## src/rtl/issue_queue.sv

```systemverilog
// In-order issue queue between decode and execute: a small circular FIFO
// whose head issues only when a register scoreboard shows no pending hazard.
module issue_queue #(
   parameter int DEPTH = 4
) (
   input  logic                     clock,
   input  logic                     reset,
   input  logic                     in_valid,
   output logic                     in_ready,
   input  logic [4:0]               in_rs1,
   input  logic [4:0]               in_rs2,
   input  logic [4:0]               in_rd,
   input  logic                     in_use_rs2,
   input  logic                     in_regwrite,
   input  logic [31:0]              in_imm,
   input  logic                     in_alusrc,
   input  logic [1:0]               in_aluop,
   input  logic [9:0]               in_funct,
   output logic                     ex_valid,
   input  logic                     ex_ready,
   output logic [4:0]               ex_rs1,
   output logic [4:0]               ex_rs2,
   output logic [4:0]               ex_rd,
   output logic                     ex_regwrite,
   output logic [31:0]              ex_imm,
   output logic                     ex_alusrc,
   output logic [1:0]               ex_aluop,
   output logic [9:0]               ex_funct,
   input  logic                     wb_valid,
   input  logic [4:0]               wb_rd,
   input  logic                     flush,
   output logic [$clog2(DEPTH):0]   count
);
   localparam int PW = $clog2(DEPTH);
   localparam int CW = PW + 1;

   typedef struct packed {
      logic [4:0]  rs1;
      logic [4:0]  rs2;
      logic [4:0]  rd;
      logic        use_rs2;
      logic        regwrite;
      logic [31:0] imm;
      logic        alusrc;
      logic [1:0]  aluop;
      logic [9:0]  funct;
   } entry_t;

   entry_t          mem_reg [DEPTH];
   logic [PW-1:0]   head_reg, tail_reg;
   logic [CW-1:0]   count_reg;
   logic [31:0]     busy_reg, busy_next;
   entry_t          head_entry, in_entry;
   logic            hazard, push, issue;

   assign head_entry = mem_reg[head_reg];
   assign in_entry   = '{rs1: in_rs1, rs2: in_rs2, rd: in_rd, use_rs2: in_use_rs2,
                         regwrite: in_regwrite, imm: in_imm, alusrc: in_alusrc,
                         aluop: in_aluop, funct: in_funct};

   // Only the registered scoreboard is consulted; a writeback this cycle helps next cycle.
   assign hazard = ((head_entry.rs1 != 5'd0) && busy_reg[head_entry.rs1]) ||
                   (head_entry.use_rs2 && (head_entry.rs2 != 5'd0) && busy_reg[head_entry.rs2]) ||
                   (head_entry.regwrite && (head_entry.rd != 5'd0) && busy_reg[head_entry.rd]);

   assign in_ready = (count_reg != CW'(DEPTH)) && !flush;
   assign ex_valid = (count_reg != '0) && !hazard && !flush;
   assign push     = in_valid && in_ready;
   assign issue    = ex_valid && ex_ready;

   assign ex_rs1      = head_entry.rs1;
   assign ex_rs2      = head_entry.rs2;
   assign ex_rd       = head_entry.rd;
   assign ex_regwrite = head_entry.regwrite;
   assign ex_imm      = head_entry.imm;
   assign ex_alusrc   = head_entry.alusrc;
   assign ex_aluop    = head_entry.aluop;
   assign ex_funct    = head_entry.funct;
   assign count       = count_reg;

   // Issue-set is applied after writeback-clear so a coincident set wins.
   always_comb begin
      busy_next = busy_reg;
      if (wb_valid)
         busy_next[wb_rd] = 1'b0;
      if (issue && head_entry.regwrite && (head_entry.rd != 5'd0))
         busy_next[head_entry.rd] = 1'b1;
      busy_next[0] = 1'b0;
   end

   always_ff @(posedge clock) begin
      if (reset) begin
         head_reg  <= '0;
         tail_reg  <= '0;
         count_reg <= '0;
         busy_reg  <= '0;
         for (int i = 0; i < DEPTH; i++)
            mem_reg[i] <= '0;
      end else begin
         busy_reg <= busy_next;
         if (flush) begin
            head_reg  <= '0;
            tail_reg  <= '0;
            count_reg <= '0;
         end else begin
            if (push) begin
               mem_reg[tail_reg] <= in_entry;
               tail_reg          <= tail_reg + PW'(1);
            end
            if (issue)
               head_reg <= head_reg + PW'(1);
            count_reg <= count_reg + CW'(push) - CW'(issue);
         end
      end
   end
endmodule

```

## config.mk

```make
export PLATFORM = sky130hd
export DESIGN_NAME = issue_queue
export DESIGN_NICKNAME = d
export VERILOG_FILES = /design/src/rtl/issue_queue.sv
export SDC_FILE = /design/constraint.sdc
export NUM_CORES = 1
export LEC_CHECK = 0
export CORE_AREA = 2 2 165 167
export CTS_BUF_LIST = sky130_fd_sc_hd__clkbuf_8
export CTS_CLUSTER_SIZE = 20
export DETAILED_ROUTE_END_ITERATION = 7
export DIE_AREA = 0 0 167 169
export PLACE_DENSITY_LB_ADDON = 0.15
export RECOVER_POWER = 50
export SLEW_MARGIN = 20
export SYNTH_ARGS = -nofsm -noshare
export SYNTH_HDL_FRONTEND = slang
export SYNTH_SLANG_ARGS = --single-unit
```

## constraint.sdc

```tcl
create_clock -name clock -period 5.2 [get_ports clock]
set_input_delay 0.78 -clock clock [delete_from_list [all_inputs] [get_ports clock]]
set_output_delay 0.78 -clock clock [all_outputs]
set_load 0.02 [all_outputs]
```

# Yosys cells after proc, flatten, opt, wreduce, memory -nomap -nowiden
# Memory sizes are Yosys's and may differ from the RTL's. A register that Yosys moved wholly into a read port is not among the register bits.
# Cells that the tools add are included.
# op_classes
addsub	4
n_eq_ne	1
magnitude_cmp	6
n_mux	23
bitwise_logic	3
n_reduce_logical	24
# op_table
cell	n
32-bit 2-to-1 mux	2
62-bit 2-to-1 mux	1
62-bit OR reduction	1
32-bit bitwise AND	1
32-bit NOT	1
32-bit OR	1
5-bit by 6-bit < comparator with 1-bit output, second input constant	4
1-bit binary-select mux with 5-bit select	3
5-bit nonzero test	3
1-bit logical AND	14
1-bit 2-to-1 mux	12
1-bit demux with 5-bit select	2
5-bit by 1-bit >= comparator with 1-bit output, second input constant	2
2-bit 2-to-1 mux	3
2-bit by 1-bit adder with 2-bit output, second input constant	2
3-bit by 1-bit adder with 3-bit output	1
3-bit != test, second input constant	1
3-bit nonzero test	1
3-bit by 1-bit subtractor with 3-bit output	1
1-bit zero test	2
1-bit logical OR	2
2-bit OR reduction	1
# totals
n_memories	1
ramBits	248
elab_cells	67
inputBits	73
output_inout_bits	66
reg_bits	39
# mem_list
memory	depth	word_bits	read_ports	rd_ports_with_merged_regs	wr	line_no	text
mem_reg	4	62	1	1	4	49	entry_t mem_reg [DEPTH];

# Depth between registers and ports, before layout
# Gate-level depths: netlist (run 1).
# logic_depth
ltp_word	12
mapped_depth	18
ltp_nobuf	14

# Worst setup path before layout (run 1)
# No wires, ideal clock.
# synth_timing
kind	input -> register
from	input port flush
to	memory mem_reg[1][0] in the netlist's numbering (enable)
t_arrival_ns	4.617
required_ns	4.705
path_stages	5
path_slack_ns	0.088
path_buffers	1
setup_time_ns	0.495
path_cell_list	a21oi_1 and2_1 clkbuf_1 nand2_1 o21bai_1
# synth_lines
item	line_no	text
start, declared	31	input logic flush,
end, declared	49	

==> results of run 1 <==
-- stage by stage --
stage                     power, mW  cells
final                         4.965   1523
after global routing          5.136   1522
after CTS                     5.014   1522
after detailed placement      3.104   1435
after global placement        3.101   1435
after floorplan               2.898    999
-- worst reg2reg max path: stages, from the launching register on --
cell and delay, ns:
dfxtp_1 0.43, nor2_1 0.08, a21oi_1 0.18, and2_0 0.46, nor2b_1 1.49, clkbuf_2 0.98, nand2_1 0.35, nor2_1 0.17
-- per-layer routing --
metal	up-vias	track usage, %	wire, um
met3	57	4.442	1877
met5	-	0	0
met1	4148	30.01	13370
met4	0	7.309	803
met2	279	35.89	15190
li1	3900	-	-
-- kinds of logic after synthesis --
logic type                 Yosys count  synth area share [%]
and+or+nand+nor                    385                 12.99
DFF                                288                 63.08
buffers and inverters              130                 4.124
muxes                              111                 15.06
AOI/OAI and AO/OA                   78                 4.163
xor gates and xnor gates             5                0.3350
adders and majority gates            2                0.2488
-- worst paths after layout --
kind,to
worst max-delay path,ex_valid
worst min-delay path,head_reg[1]$_SDFFE_PP0P_
worst max register to register,mem_reg[2][0]$_SDFFCE_PN0P_
worst min register to register,head_reg[1]$_SDFFE_PP0P_
-- power groups by stage --
stage	clock, mW	combinational, mW	sequential (mW)
4_1_cts	1.96	0.436	2.62
3_3_place_gp	0	0.434	2.67
6_report	1.92	0.425	2.62
3_5_place_dp	0	0.434	2.67
5_1_grt	2.05	0.454	2.63
2_1_floorplan	0	0.233	2.67
-- placed cells by master, fill, tap and decap left out, types with 4 or more instances in the layout --
master           netlist  routed
mux2_2                10      10
nand3_1                4       4
inv_1                 69      81
dfxtp_1               40      38
nor2_1               205     205
clkinv_1               0      10
nor2b_1               23      23
edfxtp_1             248     248
clkbuf_1              37       4
clkinv_2               0       7
and2_1                 5       4
clkbuf_8               0      55
a21oi_1                5       5
or2_2                  5       5
mux4_2                65      65
o21ai_0               18      18
nand2_1               97      97
buf_4                  1      12
o31ai_1               30      30
dlygate4sd3_1          0       4
mux2i_1               34      34
clkdlybuf4s50_1        0     134
nand3b_1              20      20
nor3b_1                5       5
-- layout make-up --
cell class              count  area [um2]
well taps                 341       426.7
multi-input cells         581        4293
flip-flops and latches    288        8253
repair buffers            156        1496
clock inverters            32       172.7
inverters                  69       259.0
diodes                      1       2.502
clock buffers              55       757.0
fillers                  2180       10840
-- synthesized netlist by cell type, types with 18 or more instances --
master	count	share of area, %
mux2i_1	34	2.6
nand2_1	97	2.8
o21ai_0	18	0.69
dfxtp_1	40	6.1
nand3b_1	20	1.1
mux4_2	65	11
nor2b_1	23	1.1
inv_1	69	2.0
edfxtp_1	248	57
nor2_1	205	5.9
o31ai_1	30	1.7
clkbuf_1	37	1.1
==> summary.txt, run 1 <==
CTS
  • Root buffer cell: clkbuf_8
  • Hold Buf Count CTS: 0
  • Inserted Clock Buffers: 48
  • Clk sinks: 288
  • Skew-Pair Late Insertion Delay: 0.57 ns
  • Post-CTS Repair Setup Buffers: 0
  • Reg clk slew, reported paths: 0.06 ns
  • H-tree depth: 2
  • CTS tree: done
  • Clock tree buffer depth: 3
  • Cts repair resizes: 0

Placement
  • Post-DP HPWL: 19860 um
  • I/O Buffers: 138
  • Dpl cell area: 14800 um2
  • Routability Congestion: 0.9178
  • Pre-CTS WS: 0.8784 ns

Worst setup path
  • CP top delay family: buffers and inverters
  • CP Class: reg2out
  • Cell Chain, Critical Path: buf_4 > mux4_2 > nor2_1 > nand2_1 > o221a_2 > o211a_1 > a21oi_1 > and2_1 > clkdlybuf4s50_1
  • CP Max Fanout: 20
  • Critical Path AT: 4.12 ns
  • Startpoint types: flip-flop
  • Critical path depth in cells: 9
  • Reg2Reg Setup Slack: 0.93 ns
  • Critical-path top delay cell: mux4_2
  • Biggest cell delay along the critical path: 0.63 ns
  • R2R depth: 7
  • Crit. End Element: output port
  • Worst R2R Start: count[1]$_SDFF_PP0_
  • Critical Path RT: 4.42 ns
  • CP bufs+invs: 2

Floorplan
  • Die Ht: 169 um
  • Initial core utilization: 49.34%
  • Core Box Area: 26500 um2
  • IO Pins: 139
  • Cell Rows: 60
  • Die Area: 28220 um2
  • Die span in x: 167 um

GRT
  • First-pass GRT wire length: 47700 um
  • GRT Util Overall: 22.05%
  • Largest net degree at the start of global routing: 64
  • Initial antenna violation count: 1
  • Vias in the first global route: 8504
  • Final global-route overflow total: 0

STA
  • Crit share post-route: 94.16%
  • Fmax: 204.2 MHz
  • Final Max Tran Viols: 117
  • Setup Viol. Count Final: 0
  • Final Hold Fails: 0
  • Tmin final: 4.896 ns
  • Worst Setup Slack, final: 0.3039 ns
  • Relative slew slack: -56.41%
  • TNS Setup: 0 ns
  • Clock skew: 0.01793 ns
  • Hold Slack: 0.4969 ns
  • RSZ-0062 raised after global routing: false
  • Worst slew pin tran: 2.346 ns

Run status
  • Violated checks: capacitance limit, slew limit
  • Status: finished, violations left

Routing
  • Routed WL: 31240 um
  • Via count: 8384
  • DR vias/cell: 5.505
  • Number of DRC markers in iteration 0: 605
  • Drt wl/cell: 20.51 um
  • Final ANT Viol Nets: 0
  • Drt first pass iters: 5
  • Residual DRC count: 0

Finish
  • Area grow syn2layout: 19.77%
  • Max reg flops: 248
  • Layout cells sized above 1: 14.23%
  • Final-stage net count: 1219
  • Final Cell Area: 15660 um2
  • Final Util: 59.09%

Yosys
  • Mapped Cells: 999
  • Post-synth top flop: edfxtp_1
  • YS warnings: 0
  • Ys async rst share: 0%
  • Mapped Area: 13080 um2
  • Syn_area_per_cell: 13.09 um2
  • Post-synthesis sequential area ratio: 63.08%
  • Post-Syn Nets: 1074
  • Post-synthesis register bit count: 288
  • EDFF count, synth: 248
  • Synth unique cells: 54

Hold path
  • Hold path depth: 2
  • Hold Path Origin: head_reg[1]$_SDFFE_PP0P_
  • Hold/Removal Path Class: reg2reg

Pwr
  • Clock network fraction of design power: 38.6%
  • Pint: 3.801 mW
  • Part of the power in combinational logic: 8.6%
  • Pwr dens: 317.0 nW/um2
  • Sw power: 1.163 mW
  • Worst IR drop on VDD: 0.0002082 V
  • Sw frac: 23.43%
  • Leakage: 5.905 nW
  • Reg power frac: 52.9%

Run
  • Maxcap violations: 4
No activity file was read; power rests on OpenSTA's default activity.
==> run 2: changes to the inputs <==
--- a/config.mk
+++ b/config.mk
@@ -10,7 +10,7 @@
 export CTS_CLUSTER_SIZE = 20
 export DETAILED_ROUTE_END_ITERATION = 7
 export DIE_AREA = 0 0 167 169
-export PLACE_DENSITY_LB_ADDON = 0.15
+export PLACE_DENSITY_LB_ADDON = 0.05
 export RECOVER_POWER = 50
 export SLEW_MARGIN = 20
 export SYNTH_ARGS = -nofsm -noshare
==> constraint.sdc (replaced) <==
create_clock -name clock -period 5.17 [get_ports clock]
set_input_delay 0.7755 -clock clock [delete_from_list [all_inputs] [get_ports clock]]
set_output_delay 0.7755 -clock clock [all_outputs]
set_load 0.02 [all_outputs]
==> run 2 against run 1 <==
The run still ends with capacitance limit, slew limit left. Clock skew grew 0.0021 ns. Via count grew 0.24%. Count of clock-buffer cells in the layout is 7 lower. Combinational power rose by 0.9%. Core utilization decreased by 0.40 points. First-iteration DRC count fell by 1.3%. Clock power decreased by 9%. Critical endpoint unchanged.
==> summary.txt, run 2 (same netlist as run 1, synthesis figures left out) <==
Run status
  • Status: finished, violations left
  • Violated checks: capacitance limit, slew limit

STA
  • Clock skew: 0.02000 ns
  • Worst slew pin tran: 3.062 ns
  • RSZ-0062 raised after global routing: false
  • Relative slew slack: -104.2%
  • Tmin final: 4.783 ns
  • Final Hold Fails: 0
  • Setup Viol. Count Final: 0
  • Hold Slack: 0.4869 ns
  • Final Max Tran Viols: 257
  • Crit share post-route: 92.51%
  • Fmax: 209.1 MHz
  • TNS Setup: 0 ns

CTS
  • Reg clk slew, reported paths: 0.06 ns
  • Inserted Clock Buffers: 47
  • Post-CTS Repair Setup Buffers: 0
  • Root buffer cell: clkbuf_8
  • Clock tree buffer depth: 3
  • Clk sinks: 288
  • Hold Buf Count CTS: 0
  • Skew-Pair Late Insertion Delay: 0.56 ns
  • CTS tree: done
  • H-tree depth: 2
  • Cts repair resizes: 0

Routing
  • WL met2: 14850 um
  • Number of DRC markers in iteration 0: 597
  • Residual DRC count: 0
  • M1 WL: 13490 um
  • Max layer used: met4
  • Drt first pass iters: 5
  • DR vias/cell: 5.544
  • Routed WL: 31060 um
  • Via count: 8404
  • Drt wl/cell: 20.49 um
  • Final ANT Viol Nets: 0
  • Met3 WL: 2006 um

Worst setup path
  • Critical-path top delay cell: mux4_2
  • Critical Path AT: 4.01 ns
  • CP Max Fanout: 15
  • CP endpoint: ex_valid
  • R2R depth: 13
  • Biggest cell delay along the critical path: 0.74 ns
  • Critical Path RT: 4.39 ns
  • Crit. End Element: output port
  • CP Class: reg2out
  • Reg2reg end: count[2]$_SDFF_PP0_
  • Reg2Reg Setup Slack: 1.05 ns
  • Cell Chain, Critical Path: mux4_2 > mux2_2 > a221oi_1 > nor4_1 > nor4_2 > nor3b_2 > and2_1 > clkdlybuf4s50_1
  • Startpoint types: flip-flop

Floorplan
  • Initial core utilization: 49.34%
  • Die Area: 28220 um2
  • Cell Rows: 60
  • Die span in x: 167 um
  • Core Box Area: 26500 um2
  • Die Ht: 169 um
  • IO Pins: 139

Finish
  • Fillers: 2181
  • Layout cells sized above 1: 13.19%
  • Most frequent cells in the layout: edfxtp_1, nor2_1, clkdlybuf4s50_1
  • Final-stage net count: 1214
  • N_diodes: 0
  • Sequential Area: 8255 um2
  • Max reg flops: 248
  • Area of the multi-input gates: 4304 um2
  • Most common cell after layout, fill and taps aside: edfxtp_1
  • Area grow syn2layout: 18.96%

GRT
  • Vias in the first global route: 8679
  • Final global-route overflow total: 0
  • First-pass GRT wire length: 48330 um
  • Largest net degree at the start of global routing: 63
  • GRT Util Overall: 22.21%
  • Initial antenna violation count: 1

Placement
  • I/O Buffers: 138
  • Routability Congestion: 0.8586
  • Post-DP HPWL: 18590 um

Hold path
  • Hold/Removal Path Class: reg2reg

Pwr
  • Worst IR drop on VDD: 0.0001786 V
  • Pwr dens: 309.7 nW/um2
  • Leakage: 5.880 nW

Run
  • Maxcap violations: 5
==> run 2: cell count changes in the layout (fill, tap and decap cells not counted), moves of 4 or more <==
cell / delta
clkbuf_1: -4
clkbuf_8: -7
clkinv_2: -6
inv_1: +12
==> run 2: worst max-delay path: cells and delay by family, from the launching register on <==
family	cells	cell delay [ns]
flops	1	0.53
compound gates	1	0.29
mux	2	1.07
simple gates	4	0.94
buf+inv	1	0.61
==> run 2: how the worst min path moves through the flow <==
| stage | from | to | slack [ns] | cells past startpoint |
|---|---|---|---|---|
| floorplan | head_reg[1]$_SDFFE_PP0P_ | flip-flop | 0.46 | 2 |
| global placement | head_reg[1]$_SDFFE_PP0P_ | head_reg[1]$_SDFFE_PP0P_ | 0.47 | 2 |
| detailed placement | head_reg[1]$_SDFFE_PP0P_ | head_reg[1]$_SDFFE_PP0P_ | 0.48 | 2 |
| CTS | head_reg[1]$_SDFFE_PP0P_ | head_reg[1]$_SDFFE_PP0P_ | 0.49 | 2 |
| global route | head_reg[1]$_SDFFE_PP0P_ | head_reg[1]$_SDFFE_PP0P_ | 0.53 | 2 |
| finish | head_reg[1]$_SDFFE_PP0P_ | head_reg[1]$_SDFFE_PP0P_ | 0.49 | 2 |
==> run 2: report_power, final <==
| part | internal (mW) | switching, mW | leakage [nW] |
|---|---|---|---|
| logic | 0.183 | 0.246 | 2.46 |
| clock network | 0.860 | 0.886 | 0.499 |
| registers | 2.62 | 0.0225 | 2.93 |
| total | 3.66 | 1.15 | 5.88 |
==> run 2: area by class of cell <==
type	count	share of cell area [%]
Sequential cell	288	53.08
Multi-Input combinational cell	581	27.67
Timing Repair Buffer	152	9.621
Clock inverter	37	0.9734
Clock buffer	48	4.247
Inverter	69	1.665
Tap cell	341	2.743
==> run 2: stage by stage <==
step,instance area [um2],util [%],setup WS [ns],power (mW),instances
after global routing,15550,58.69,0.2232,4.986,1516
after CTS,15600,58.87,0.3714,4.859,1516
after global placement,14790,55.80,1.052,3.119,1431
after detailed placement,14790,55.80,0.9886,3.122,1431
final,15550,58.69,0.3871,4.817,1516
after floorplan,13080,-,0.06292,2.915,999
==> run 2: routing by layer <==
layer | vias up | global-route usage (%)
met2 | 287 | 36.93
met4 | 0 | 6.747
met5 | - | 0
li1 | 3890 | -
met1 | 4175 | 29.92
met3 | 52 | 4.325
